==> config.mk <==
export PLATFORM = sky130hd
export DESIGN_NAME = mult_div_unit
export DESIGN_NICKNAME = d
export VERILOG_FILES = /design/src/rtl/mult_div_unit.sv
export SDC_FILE = /design/constraint.sdc
export NUM_CORES = 1
export LEC_CHECK = 0
export BUFFER_PORTS_ARGS = -buffer_cell sky130_fd_sc_hd__buf_4
export CAP_MARGIN = 5
export CELL_PAD_IN_SITES_DETAIL_PLACEMENT = 0
export CELL_PAD_IN_SITES_GLOBAL_PLACEMENT = 1
export CORE_MARGIN = 2
export CORE_UTILIZATION = 46
export CTS_CLUSTER_DIAMETER = 150
export CTS_CLUSTER_SIZE = 30
export DETAILED_ROUTE_END_ITERATION = 10
export PLACE_DENSITY = 0.92
export SETUP_SLACK_MARGIN = 0.3
export SLEW_MARGIN = 10
export SYNTH_ARGS = -nofsm -noshare
export SYNTH_HDL_FRONTEND = slang
export SYNTH_SLANG_ARGS = --single-unit
==> constraint.sdc <==
create_clock -name CLK -period 3.6 [get_ports CLK]
set_clock_uncertainty 0.15 [all_clocks]
set_input_delay 0.72 -clock CLK [delete_from_list [all_inputs] [get_ports CLK]]
set_output_delay 0.72 -clock CLK [all_outputs]
set_load 0.005 [all_outputs]
==> src/rtl/mult_div_unit.sv <==
// Iterative signed multiply/divide unit: shift-add multiply and restoring divide on
// operand magnitudes, followed by a single sign-correction cycle and a one-cycle done pulse.
module mult_div_unit #(
    parameter int DATA_W = 32
) (
    input  logic              CLK,
    input  logic              RST,
    input  logic              mult_start,
    input  logic              div_start,
    input  logic [DATA_W-1:0] op_a,
    input  logic [DATA_W-1:0] op_b,
    output logic [DATA_W-1:0] hi_result,
    output logic [DATA_W-1:0] lo_result,
    output logic              mult_div_done,
    output logic              busy
);
    localparam int CNT_W = $clog2(DATA_W) + 1;
    localparam logic [CNT_W-1:0] CNT_LAST = CNT_W'(DATA_W - 1);

    typedef enum logic [1:0] {IDLE, CALC, FIX, DONE} state_t;

    state_t              state_reg, state_next;
    logic [CNT_W-1:0]    cnt_reg, cnt_next;
    logic                is_mult_reg, is_mult_next;
    logic                sign_a_reg, sign_a_next;
    logic                sign_b_reg, sign_b_next;
    logic [DATA_W-1:0]   mag_a_reg, mag_a_next;
    logic [DATA_W-1:0]   mag_b_reg, mag_b_next;
    logic [2*DATA_W-1:0] acc_reg, acc_next;
    logic [DATA_W-1:0]   hi_reg, hi_next;
    logic [DATA_W-1:0]   lo_reg, lo_next;
    logic                done_reg, done_next;

    logic                accept;
    logic [DATA_W:0]     mul_sum;
    logic [DATA_W:0]     rem_shift;
    logic [DATA_W:0]     rem_diff;
    logic                q_bit;
    logic [2*DATA_W-1:0] prod_neg;
    logic [DATA_W-1:0]   quot_neg;
    logic [DATA_W-1:0]   rem_neg;

    assign accept = (state_reg == IDLE) && (mult_start || div_start);

    // Multiply: mag_a is the multiplier shifted right, mag_b the multiplicand.
    assign mul_sum = {1'b0, acc_reg[2*DATA_W-1:DATA_W]}
                   + {1'b0, mag_b_reg & {DATA_W{mag_a_reg[0]}}};

    // Divide: acc holds {remainder, quotient}; mag_a feeds dividend bits MSB first.
    assign rem_shift = {acc_reg[2*DATA_W-1:DATA_W], mag_a_reg[DATA_W-1]};
    assign rem_diff  = rem_shift - {1'b0, mag_b_reg};
    assign q_bit     = (rem_shift >= {1'b0, mag_b_reg});

    assign prod_neg = -acc_reg;
    assign quot_neg = -acc_reg[DATA_W-1:0];
    assign rem_neg  = -acc_reg[2*DATA_W-1:DATA_W];

    always_comb begin
        state_next = state_reg;
        case (state_reg)
            IDLE:    if (mult_start || div_start) state_next = CALC;
            CALC:    if (cnt_reg == CNT_LAST) state_next = FIX;
            FIX:     state_next = DONE;
            DONE:    state_next = IDLE;
            default: state_next = IDLE;
        endcase
    end

    always_comb begin
        cnt_next     = cnt_reg;
        is_mult_next = is_mult_reg;
        sign_a_next  = sign_a_reg;
        sign_b_next  = sign_b_reg;
        mag_a_next   = mag_a_reg;
        mag_b_next   = mag_b_reg;
        acc_next     = acc_reg;
        hi_next      = hi_reg;
        lo_next      = lo_reg;
        done_next    = (state_reg == FIX);

        if (accept) begin
            // Multiply wins when both requests arrive together.
            is_mult_next = mult_start;
            sign_a_next  = op_a[DATA_W-1];
            sign_b_next  = op_b[DATA_W-1];
            mag_a_next   = op_a[DATA_W-1] ? -op_a : op_a;
            mag_b_next   = op_b[DATA_W-1] ? -op_b : op_b;
            acc_next     = '0;
            cnt_next     = '0;
        end else if (state_reg == CALC) begin
            cnt_next = cnt_reg + CNT_W'(1);
            if (is_mult_reg) begin
                acc_next   = {mul_sum, acc_reg[DATA_W-1:1]};
                mag_a_next = mag_a_reg >> 1;
            end else begin
                acc_next[2*DATA_W-1:DATA_W] = q_bit ? rem_diff[DATA_W-1:0]
                                                    : rem_shift[DATA_W-1:0];
                acc_next[DATA_W-1:0]        = {acc_reg[DATA_W-2:0], q_bit};
                mag_a_next                  = mag_a_reg << 1;
            end
        end else if (state_reg == FIX) begin
            if (is_mult_reg) begin
                {hi_next, lo_next} = (sign_a_reg ^ sign_b_reg) ? prod_neg : acc_reg;
            end else begin
                lo_next = (sign_a_reg ^ sign_b_reg) ? quot_neg : acc_reg[DATA_W-1:0];
                hi_next = sign_a_reg ? rem_neg : acc_reg[2*DATA_W-1:DATA_W];
            end
        end
    end

    always_ff @(posedge CLK) begin
        if (RST) begin
            state_reg   <= IDLE;
            cnt_reg     <= '0;
            is_mult_reg <= 1'b0;
            sign_a_reg  <= 1'b0;
            sign_b_reg  <= 1'b0;
            mag_a_reg   <= '0;
            mag_b_reg   <= '0;
            acc_reg     <= '0;
            hi_reg      <= '0;
            lo_reg      <= '0;
            done_reg    <= 1'b0;
        end else begin
            state_reg   <= state_next;
            cnt_reg     <= cnt_next;
            is_mult_reg <= is_mult_next;
            sign_a_reg  <= sign_a_next;
            sign_b_reg  <= sign_b_next;
            mag_a_reg   <= mag_a_next;
            mag_b_reg   <= mag_b_next;
            acc_reg     <= acc_next;
            hi_reg      <= hi_next;
            lo_reg      <= lo_next;
            done_reg    <= done_next;
        end
    end

    assign hi_result     = hi_reg;
    assign lo_result     = lo_reg;
    assign mult_div_done = done_reg;
    assign busy          = (state_reg != IDLE);

endmodule

Word level (Yosys, flattened, before mapping)
Index checks and enable logic that the tools add are counted.

Output and inout bits: 66. Input bits: 68. Flip-flop bits (word level): 204. Word-level logic and storage cells: 53.

Mux-type cells: 15. Bitwise gates (word level): 4. Add/sub/neg operators: 8. Magnitude comparators: 1. Equality and inequality tests: 6. Reductions and logical operators: 8.

Operators by type and width (number): two-way mux 32 bit (10); two-way mux 64 bit (2); negation 32 bit (4); negation 64 bit (1); adder 32 x 32 -> 33 bit (1); >= comparator 33 x 32 -> 1 bit (1); AND 32 bit (1); subtractor 32 bit (1); one-hot mux 2 bit (4 select lines) (1); adder 6 x 1 -> 6 bit, second input constant (1); equality test 6 x 5 -> 1 bit, second input constant (1); equality test 2 bit, second input constant (2); two-way mux 2 bit (2); nonzero test 2 bit (2); AND reduction 3 bit (1); equality test 2 x 1 -> 1 bit, second input constant (1); logical NOT 2 bit (1); inequality test 2 x 1 -> 1 bit, second input constant (1); inequality test 2 bit, second input constant (1); inverter 1 bit (2); AND reduction 2 bit (1); OR reduction 2 bit (1); logical AND 1 bit (1); logical OR 1 bit (1); XOR 1 bit (1).

Logic depth before layout (Yosys ltp)
Gate-level depths: netlist of the first run.

Word-level depth: 4. Depth in mapped cells: 14. Depth with buffers taken out: 13.

Least setup slack after synthesis of the first run
Ideal clock, no wire load.

Path kind: reg2reg. From: register mag_a_reg[0]. To: register acc_reg[61]. Arrival time: 3.045 ns. Setup slack: 0.286 ns. Buffers on the path: 1. Stages on the path, launching flop included: 14. Setup time: 0.119 ns. Data required time: 3.331 ns. Period minus slack after synthesis: 3.314 ns. Cells stage by stage: dfxtp_1 > clkbuf_1 > and2_1 > ha_1 > fa_1 > a211oi_1 > o21ai_0 > o2111ai_1 > a21oi_1 > o311ai_0 > a21oi_1 > a211o_1 > a21oi_1 > nor4_1.

Longest elaborated chain between the ends: 3.

RTL lines: from (decl) (line 27) `logic [DATA_W-1:0] mag_a_reg, mag_a_next;`; from (signal assigned) (line 130) `mag_a_reg <= mag_a_next;`; AND 32 bit (line 47) `+ {1'b0, mag_b_reg & {DATA_W{mag_a_reg[0]}}};`; adder 32 x 32 -> 33 bit (line 47); two-way mux 64 bit (line 92) `if (is_mult_reg) begin`; to (signal assigned) (line 132) `acc_reg <= acc_next;`; to (decl) (line 29) `logic [2*DATA_W-1:0] acc_reg, acc_next;`.

Every way passes these cells. A chain may end at the register's enable or synchronous reset.

Final worst setup path of the first run
From: register mag_b_reg[1]. To: register acc_reg[62].

Longest elaborated chain between the ends: 3. Elaborated cells between the ends (all ways): 6. Classes of those cells: add/sub (2); order compare (1); mux (2); bitwise (1).

RTL lines: from (decl) (line 28) `logic [DATA_W-1:0] mag_b_reg, mag_b_next;`; from (signal assigned) (line 131) `mag_b_reg <= mag_b_next;`; subtractor 32 bit (tied with other cells) (line 51) `assign rem_diff = rem_shift - {1'b0, mag_b_reg};`; two-way mux 32 bit or adder 32 x 32 -> 33 bit (tied branches) (line 96, 47); two-way mux 64 bit * (line 92).

Mark *: on every way between the ends. The rest lies on a longest branch, timed or not.

==> out/summary.log, run 1 <==
qor: die.dieArea 34510 sq um
qor: final_layout.largest_register_ff_count 64
qor: die.floorplan.die.height 185.8 microns
qor: die.chipWidth 185.8 microns
qor: clocking.maximum_clock_insertion_buffer_count 3
qor: grt.wire_length_of_the_first_global_routing_pass 73400 microns
qor: pwr.power_leakage 7.068 nW
qor: timing.grt_setup_unrepaired true
qor: run_status.run_status finished, final reports clean
qor: worst_setup_path.crit_buf_inv 3
qor: drt.routed-via-count 15287
qor: worst_setup_path.timing.critical_path.slowest_cell_delay 420 ps
qor: grt.grt_util_all_layers 0.2606
qor: synth.synth.net_count 2104
qor: final_layout.mostFrequentLayoutCells nor2_1, buf_4, dfxtp_1, a211oi_1, nand2_1
qor: synth.synth-edff-count 0
qor: timing.timing.slew.headroom 0.3573
qor: grt.grt-ovfl-total 0
qor: timing.post-route-min-period 3345 ps
qor: worst_setup_path.crit_slowest_cell dfxtp_1
qor: synth.synth.cell_area 15200 sq um
qor: worst_setup_path.ff2ff_path_depth 14
qor: grt.grt_max_degree 124
qor: synth.synth_cell_type_count 80
qor: worst_setup_path.setup.worst_path.start_class flop
qor: worst_setup_path.cpMostUsedCell buf_4
qor: timing.final.period_utilization 0.9292
qor: die.core_area 32540 sq um
qor: clocking.clk-insertion-delay-late 490 ps
qor: placement.dp.final_hpwl 34010 microns
qor: pwr.irDropWorstVdd 0.4765 mV
qor: drt.route.detailed.vias_per_inst 6.028
qor: die.design.portCount 134
qor: worst_setup_path.critPathArrivalTime 3640 ps
qor: pwr.power.density_cell_area 832.8 nW/um^2
qor: synth.post-synth-top-area-fraction 0.2687
qor: final_layout.syn_to_final_growth 18.51%
qor: drt.post_drt_wl_per_cell 18.49 microns
qor: timing.setup_tns 0 ps
qor: synth.netlist_instances 1962
qor: final_layout.layoutNonFillerInstCount 2536
qor: timing.achievable-frequency 298.9 MHz
qor: synth.ys_seq_area_frac 0.2687
qor: drt.route.antenna.remaining_nets 0
qor: final_layout.layout-drive-gt1-share 0.1816
qor: clocking.clk_pin_slew_worst_setup_hold_paths 130 ps
qor: worst_setup_path.critical_path.top_delay_family compound AO/OA/AOI/OAI gates
qor: die.initial_utilization 0.4672
qor: timing.setup-violations-final 0
qor: placement.gp_congestion 0.9635
qor: synth.synth_ff_type dfxtp_1
qor: placement.placed_cells 2514
qor: final_layout.layout.cells.most_common nor2_1
qor: synth.asyncSetResetFlopFracSynth 0
qor: worst_hold_path.hold_path.class in -> reg
qor: drt.drt_iter0_markers 1301
qor: drt.routed_wirelength 46900 microns
qor: worst_setup_path.crit_type reg -> reg
qor: worst_setup_path.path_depth 14
qor: worst_hold_path.hold_path_depth 2
qor: grt.first_global_vias 14021
qor: synth.netlist_top_cells_area dfxtp_1, a211oi_1, nor2_1
qor: timing.report.final.hold_viol_count 0
qor: worst_setup_path.worstSetupEndpointType flop
qor: clocking.htree_levels 1
qor: grt.grt_antenna_before_repair 1
qor: clocking.ctsRootBufferMaster clkbuf_16
qor: placement.io_buffer_count 133
qor: synth.post-synth-top-area-cell dfxtp_1
qor: synth.postSynthAreaPerCell 7.747 sq um
qor: job.cap_violations 0
qor: timing.worst-slew-pin-transition 958.2 ps
qor: synth.yosysWarningCount 0
qor: worst_setup_path.timing.critical_path.fanout_max 3
qor: final_layout.fin_nets 2234
qor: synth.ys_seq_elements 204
qor: clocking.ctsHoldBuffers 0
qor: drt.drc 0
qor: timing.timing.final.max_slew_violations 0
qor: clocking.cts_buffers 10
qor: clocking.cts_num_sinks 204
qor: worst_setup_path.crit_path_cell_trace and2_1 -> ha_1 -> a211oi_2 -> o21ai_1 -> buf_4 -> a21oi_2 -> o41ai_2 -> buf_4 -> a31oi_1 -> a211oi_1 -> buf_4 -> xnor2_1 -> a211oi_1 -> o32a_1
qor: drt.drt_pass1_iterations 6
qor: worst_setup_path.critPathRequiredTime 3890 ps
qor: die.row_count 66
qor: clocking.cts_tree yes
-- synthesized netlist by cell type (all sizes together), types with 10 or more instances --
| master | instances |
|---|---|
| a31oi | 15 |
| buf | 17 |
| and3 | 11 |
| a211oi | 178 |
| nor2 | 266 |
| o211ai | 11 |
| and2 | 39 |
| xnor2 | 67 |
| mux2i | 81 |
| a22o | 10 |
| a311oi | 11 |
| a21o | 19 |
| o41ai | 16 |
| a21oi | 128 |
| dfxtp | 204 |
| nand2b | 14 |
| or3 | 24 |
| nor4 | 14 |
| nand4 | 13 |
| nand2 | 129 |
| or4 | 18 |
| nor2b | 13 |
| xor2 | 100 |
| nand3 | 29 |
| o21ai | 91 |
| ha | 72 |
| nor3 | 55 |
| inv | 60 |
| o31ai | 36 |
| clkbuf | 122 |
-- worst register-to-register path, stage by stage (launching register included) --
cell and delay [ps]:
dfxtp_1 420, and2_1 200, ha_1 280, a211oi_2 270, o21ai_1 140, buf_4 170, a21oi_2 240, o41ai_2 120
buf_4 160, a31oi_1 310, a211oi_1 90, buf_4 170, xnor2_1 120, a211oi_1 260, o32a_1 200
-- power breakdown --
part	internal, mW	leakage (nW)	total (mW)	switching (mW)
clock network	0.562	0.141	1.34	0.777
logic	4.15	5.25	10.0	5.85
registers	2.98	1.67	3.66	0.684
total	7.69	7.07	15.0	7.31
-- routing by layer --
layer  part of all wire  GRT usage
met5                  0          0
met4              0.021    0.06331
met3              0.061    0.02622
met2               0.47     0.4394
met1               0.45     0.3568
-- stage by stage --
| step | total power [mW] | hold slack, ps | instance area, sq um | util | setup WS, ps |
|---|---|---|---|---|---|
| global route | 16.10 | 280.7 | 18010 | 0.5535 | 221.3 |
| global placement | 12.91 | 303.3 | 17200 | 0.5285 | 85.51 |
| finish | 15.00 | 284.9 | 18010 | 0.5536 | 254.8 |
| detailed placement | 13.07 | 326.2 | 17200 | 0.5285 | 2.067 |
| CTS | 14.50 | 276.6 | 17570 | 0.5401 | 279.1 |
| floorplan | 10.10 | 283.7 | 15200 | - | 355.5 |
-- cell families (layout without fill, tap and decap cells) --
| kind of cell | after synthesis | in the layout | synth area share |
|---|---|---|---|
| XOR/XNOR | 167 | 167 | 0.09623 |
| flip-flops | 204 | 204 | 0.2687 |
| buffers and inverters | 200 | 331 | 0.05046 |
| adder cells (fa/ha/maj) | 74 | 74 | 0.06190 |
| AO/OA/AOI/OAI | 587 | 587 | 0.2628 |
| multiplexers | 82 | 82 | 0.05408 |
| AND/OR/NAND/NOR | 648 | 648 | 0.2059 |
| other | 0 | 1 | 0 |
-- cell type report --
type                            count  area [sq um]
Fill cell                        3120         14520
Multi-Input combinational cell   1558         10830
Clock inverter                      1         8.758
Clock buffer                       12         279.0
Antenna cell                        1         2.502
Timing Repair Buffer              257          2012
Sequential cell                   204          4101
Tap cell                          442         553.0
Inverter                           61         229.0
-- repair_timing --
| item | in CTS | in global routing |
|---|---|---|
| hold endpoints to repair | 0 | 0 |
| setup buffers | 1 | 7 |
| pin swaps | 5 | 35 |
| gates resized for setup | 22 | 80 |
| setup endpoints to repair | 12 | 29 |
-- final timing paths --
| kind | startpoint | endpoint | slack, ps |
|---|---|---|---|
| worst max-delay path | mag_b_reg[1] | acc_reg[62] | 250 |
| worst max register to register | mag_b_reg[1] | acc_reg[62] | 250 |
| worst min register to register | mag_b_reg[29] | mag_b_reg[29] | 340 |
| worst min-delay path | op_b[30] | mag_b_reg[31] | 280 |
No activity file was read; power rests on OpenSTA's default activity.
==> run 2, diff against run 1 <==
==> constraint.sdc (replaced) <==
create_clock -name CLK -period 3.6 [get_ports CLK]
set_clock_uncertainty 0.15 [all_clocks]
set_input_delay 0.18 -clock CLK [delete_from_list [all_inputs] [get_ports CLK]]
set_output_delay 0.18 -clock CLK [all_outputs]
set_load 0.005 [all_outputs]
==> run 2 against run 1 <==
  * Power down 0.49%
  * Combinational power barely moved
  * Flip-flop and latch count is the same
  * Worst setup slack better by 130 ps
  * Register-to-register slack better by 130 ps
  * Count of clock-buffer cells in the layout increased by 1
  * Die area is the same
  * Critical path depth down 1
  * Maximum frequency rose by 4.0%
  * Critical path type unchanged
==> out/summary.log, run 2 (synthesized netlist as in run 1, its figures left out) <==
qor: final_layout.mostFrequentLayoutCells nor2_1, buf_4, dfxtp_1, a211oi_1, nand2_1
qor: timing.setup_slack_of_the_critical_path_after_layout 383.6 ps
qor: clocking.htree_levels 1
qor: final_layout.layout-drive-gt1-share 0.1590
qor: placement.pre_cts_ws 22.23 ps
qor: pwr.power.clock.fraction 0.090
qor: drt.drc 0
qor: final_layout.layout.cells.most_common nor2_1
qor: timing.timing.slew.headroom 0.4038
qor: drt.routed-via-count 15246
qor: worst_setup_path.setup.worst_path.start_class flop
qor: timing.report.final.hold_viol_count 0
qor: clocking.cts_tree yes
qor: final_layout.fin_nets 2272
qor: drt.drt_iter0_markers 1340
qor: final_layout.largest_register_ff_count 64
qor: drt.drt_pass1_iterations 5
qor: grt.first_global_vias 13966
qor: worst_setup_path.critical_path.top_delay_family compound AO/OA/AOI/OAI gates
qor: worst_setup_path.timing.critical_path.fanout_max 5
qor: pwr.comb_power_share 0.661
qor: pwr.switching_power_of_the_nets 7.286 mW
qor: timing.post-route-min-period 3216 ps
qor: clocking.maximum_clock_insertion_buffer_count 3
qor: run_status.run_status finished, final reports clean
qor: timing.worst-slew-pin-transition 894.3 ps
qor: worst_setup_path.crit_path_cell_trace and2_1 -> ha_1 -> fa_2 -> a211oi_1 -> o21ai_1 -> o2111ai_2 -> a21oi_4 -> o311ai_1 -> buf_4 -> nand2_1 -> a32oi_2 -> a21oi_1 -> nor4_1
qor: grt.grt_util_all_layers 0.2642
qor: worst_setup_path.critPathArrivalTime 3480 ps
qor: worst_setup_path.crit_slowest_cell dfxtp_4
qor: drt.routed_wirelength 47160 microns
qor: drt.route.detailed.vias_per_inst 5.923
qor: die.floorplan.die.height 185.8 microns
qor: die.row_count 66
qor: timing.timing.final.max_slew_violations 0
qor: die.dieArea 34510 sq um
qor: worst_setup_path.timing.reg2reg.setup_slack 380 ps
qor: pwr.irDropWorstVdd 0.3919 mV
qor: pwr.net_switching_share_of_the_total_power 0.4882
qor: timing.final.period_utilization 0.8934
qor: clocking.clk-insertion-delay-late 500 ps
qor: placement.gp_congestion 0.9783
qor: pwr.power_leakage 7.200 nW
qor: worst_setup_path.critPathRequiredTime 3860 ps
qor: worst_setup_path.worstSetupEndpointType flop
qor: timing.grt_setup_unrepaired true
qor: worst_setup_path.crit_buf_inv 1
qor: pwr.share_seq_of_total_power 0.250
qor: pwr.power.density_cell_area 807.2 nW/um^2
qor: grt.grt-ovfl-total 0
qor: final_layout.insertedDiodeCount 0
qor: pwr.report.power.total 14.93 mW
qor: clocking.cts_num_sinks 204
qor: grt.grt_max_degree 80
qor: drt.route.antenna.remaining_nets 0
qor: timing.finalHoldWorstSlack 5.445 ps
qor: die.design.portCount 134
qor: final_layout.syn_to_final_growth 21.65%
qor: placement.io_buffer_count 133
qor: die.initial_utilization 0.4672
qor: drt.post_drt_wl_per_cell 18.32 microns
qor: placement.dp.final_hpwl 34260 microns
qor: grt.wire_length_of_the_first_global_routing_pass 74160 microns
qor: timing.setup-violations-final 0
qor: worst_hold_path.hold_path.class in -> reg
qor: worst_setup_path.timing.critical_path.slowest_cell_delay 380 ps
qor: clocking.cts_buffers 10
qor: timing.achievable-frequency 310.9 MHz
qor: pwr.p_int 7.640 mW
qor: die.core_area 32540 sq um
qor: job.cap_violations 0
qor: grt.grt_antenna_before_repair 0
qor: worst_setup_path.crit_type reg -> reg
qor: clocking.clk_pin_slew_worst_setup_hold_paths 120 ps
qor: die.chipWidth 185.8 microns
qor: clocking.ctsRootBufferMaster clkbuf_16
qor: final_layout.nFillCells 3079
qor: timing.setup_tns 0 ps
[run 2: through the flow]
stage	cell area (sq um)	std cells	util
floorplan	15200	1962	-
global placement	16780	2464	0.5159
detailed placement	16780	2464	0.5159
CTS	17970	2556	0.5524
global route	18490	2574	0.5683
finish	18490	2574	0.5683
[run 2: per-layer routing]
metal / GRT usage / vias up / share of wire
met4: 0.05953 / 0 / 0.022
met1: 0.3610 / 7196 / 0.45
met3: 0.03013 / 66 / 0.065
met5: 0 / - / 0
met2: 0.4458 / 482 / 0.47
li1: - / 7502 / -
[run 2: power by group through the flow]
stage          Combinational (mW)  Sequential [mW]  Clock, mW
6_report                     9.86             3.73       1.34
5_1_grt                      10.8             3.83       1.44
4_1_cts                      9.36             3.71       1.37
3_5_place_dp                 9.14             3.75          0
3_3_place_gp                 9.05             3.73          0
2_1_floorplan                6.61             3.49          0
[run 2: worst register-to-register path, stage by stage (launching register included)]
cell and delay (ps):
dfxtp_4 380, and2_1 160, ha_1 220, fa_2 380
a211oi_1 210, o21ai_1 140, o2111ai_2 260, a21oi_4 130
o311ai_1 300, buf_4 170, nand2_1 60, a32oi_2 220
a21oi_1 90, nor4_1 270
[run 2: cell type report]
type | instances | area (sq um) | share of cell area
clock buffers | 13 | 282.8 | 0.01529
clock inverters | 1 | 7.507 | 0.0004060
inverters | 61 | 229.0 | 0.01238
multi-input cells | 1559 | 10880 | 0.5884
flip-flops and latches | 204 | 4101 | 0.2218
well taps | 442 | 553.0 | 0.02991
repair buffers | 294 | 2436 | 0.1318
[run 2: timing repair]
| item | CTS | global route |
|---|---|---|
| gates cloned | 0 | 1 |
| buffers inserted | 1 | 17 |
| pin swaps | 10 | 28 |
| endpoints found under the setup margin | 9 | 44 |
| hold endpoints to repair | 60 | 0 |
| hold buffers | 77 | 0 |
| resized for setup | 31 | 74 |
[run 2: path summary, 6_finish.rpt]
path,from,to,cells after the start
setup / recovery,mag_a_reg[0],acc_reg[61],13
hold / removal,op_a[27],mag_a_reg[27],3
setup reg to reg,mag_a_reg[0],acc_reg[61],13
hold reg to reg,mag_b_reg[29],mag_b_reg[29],2
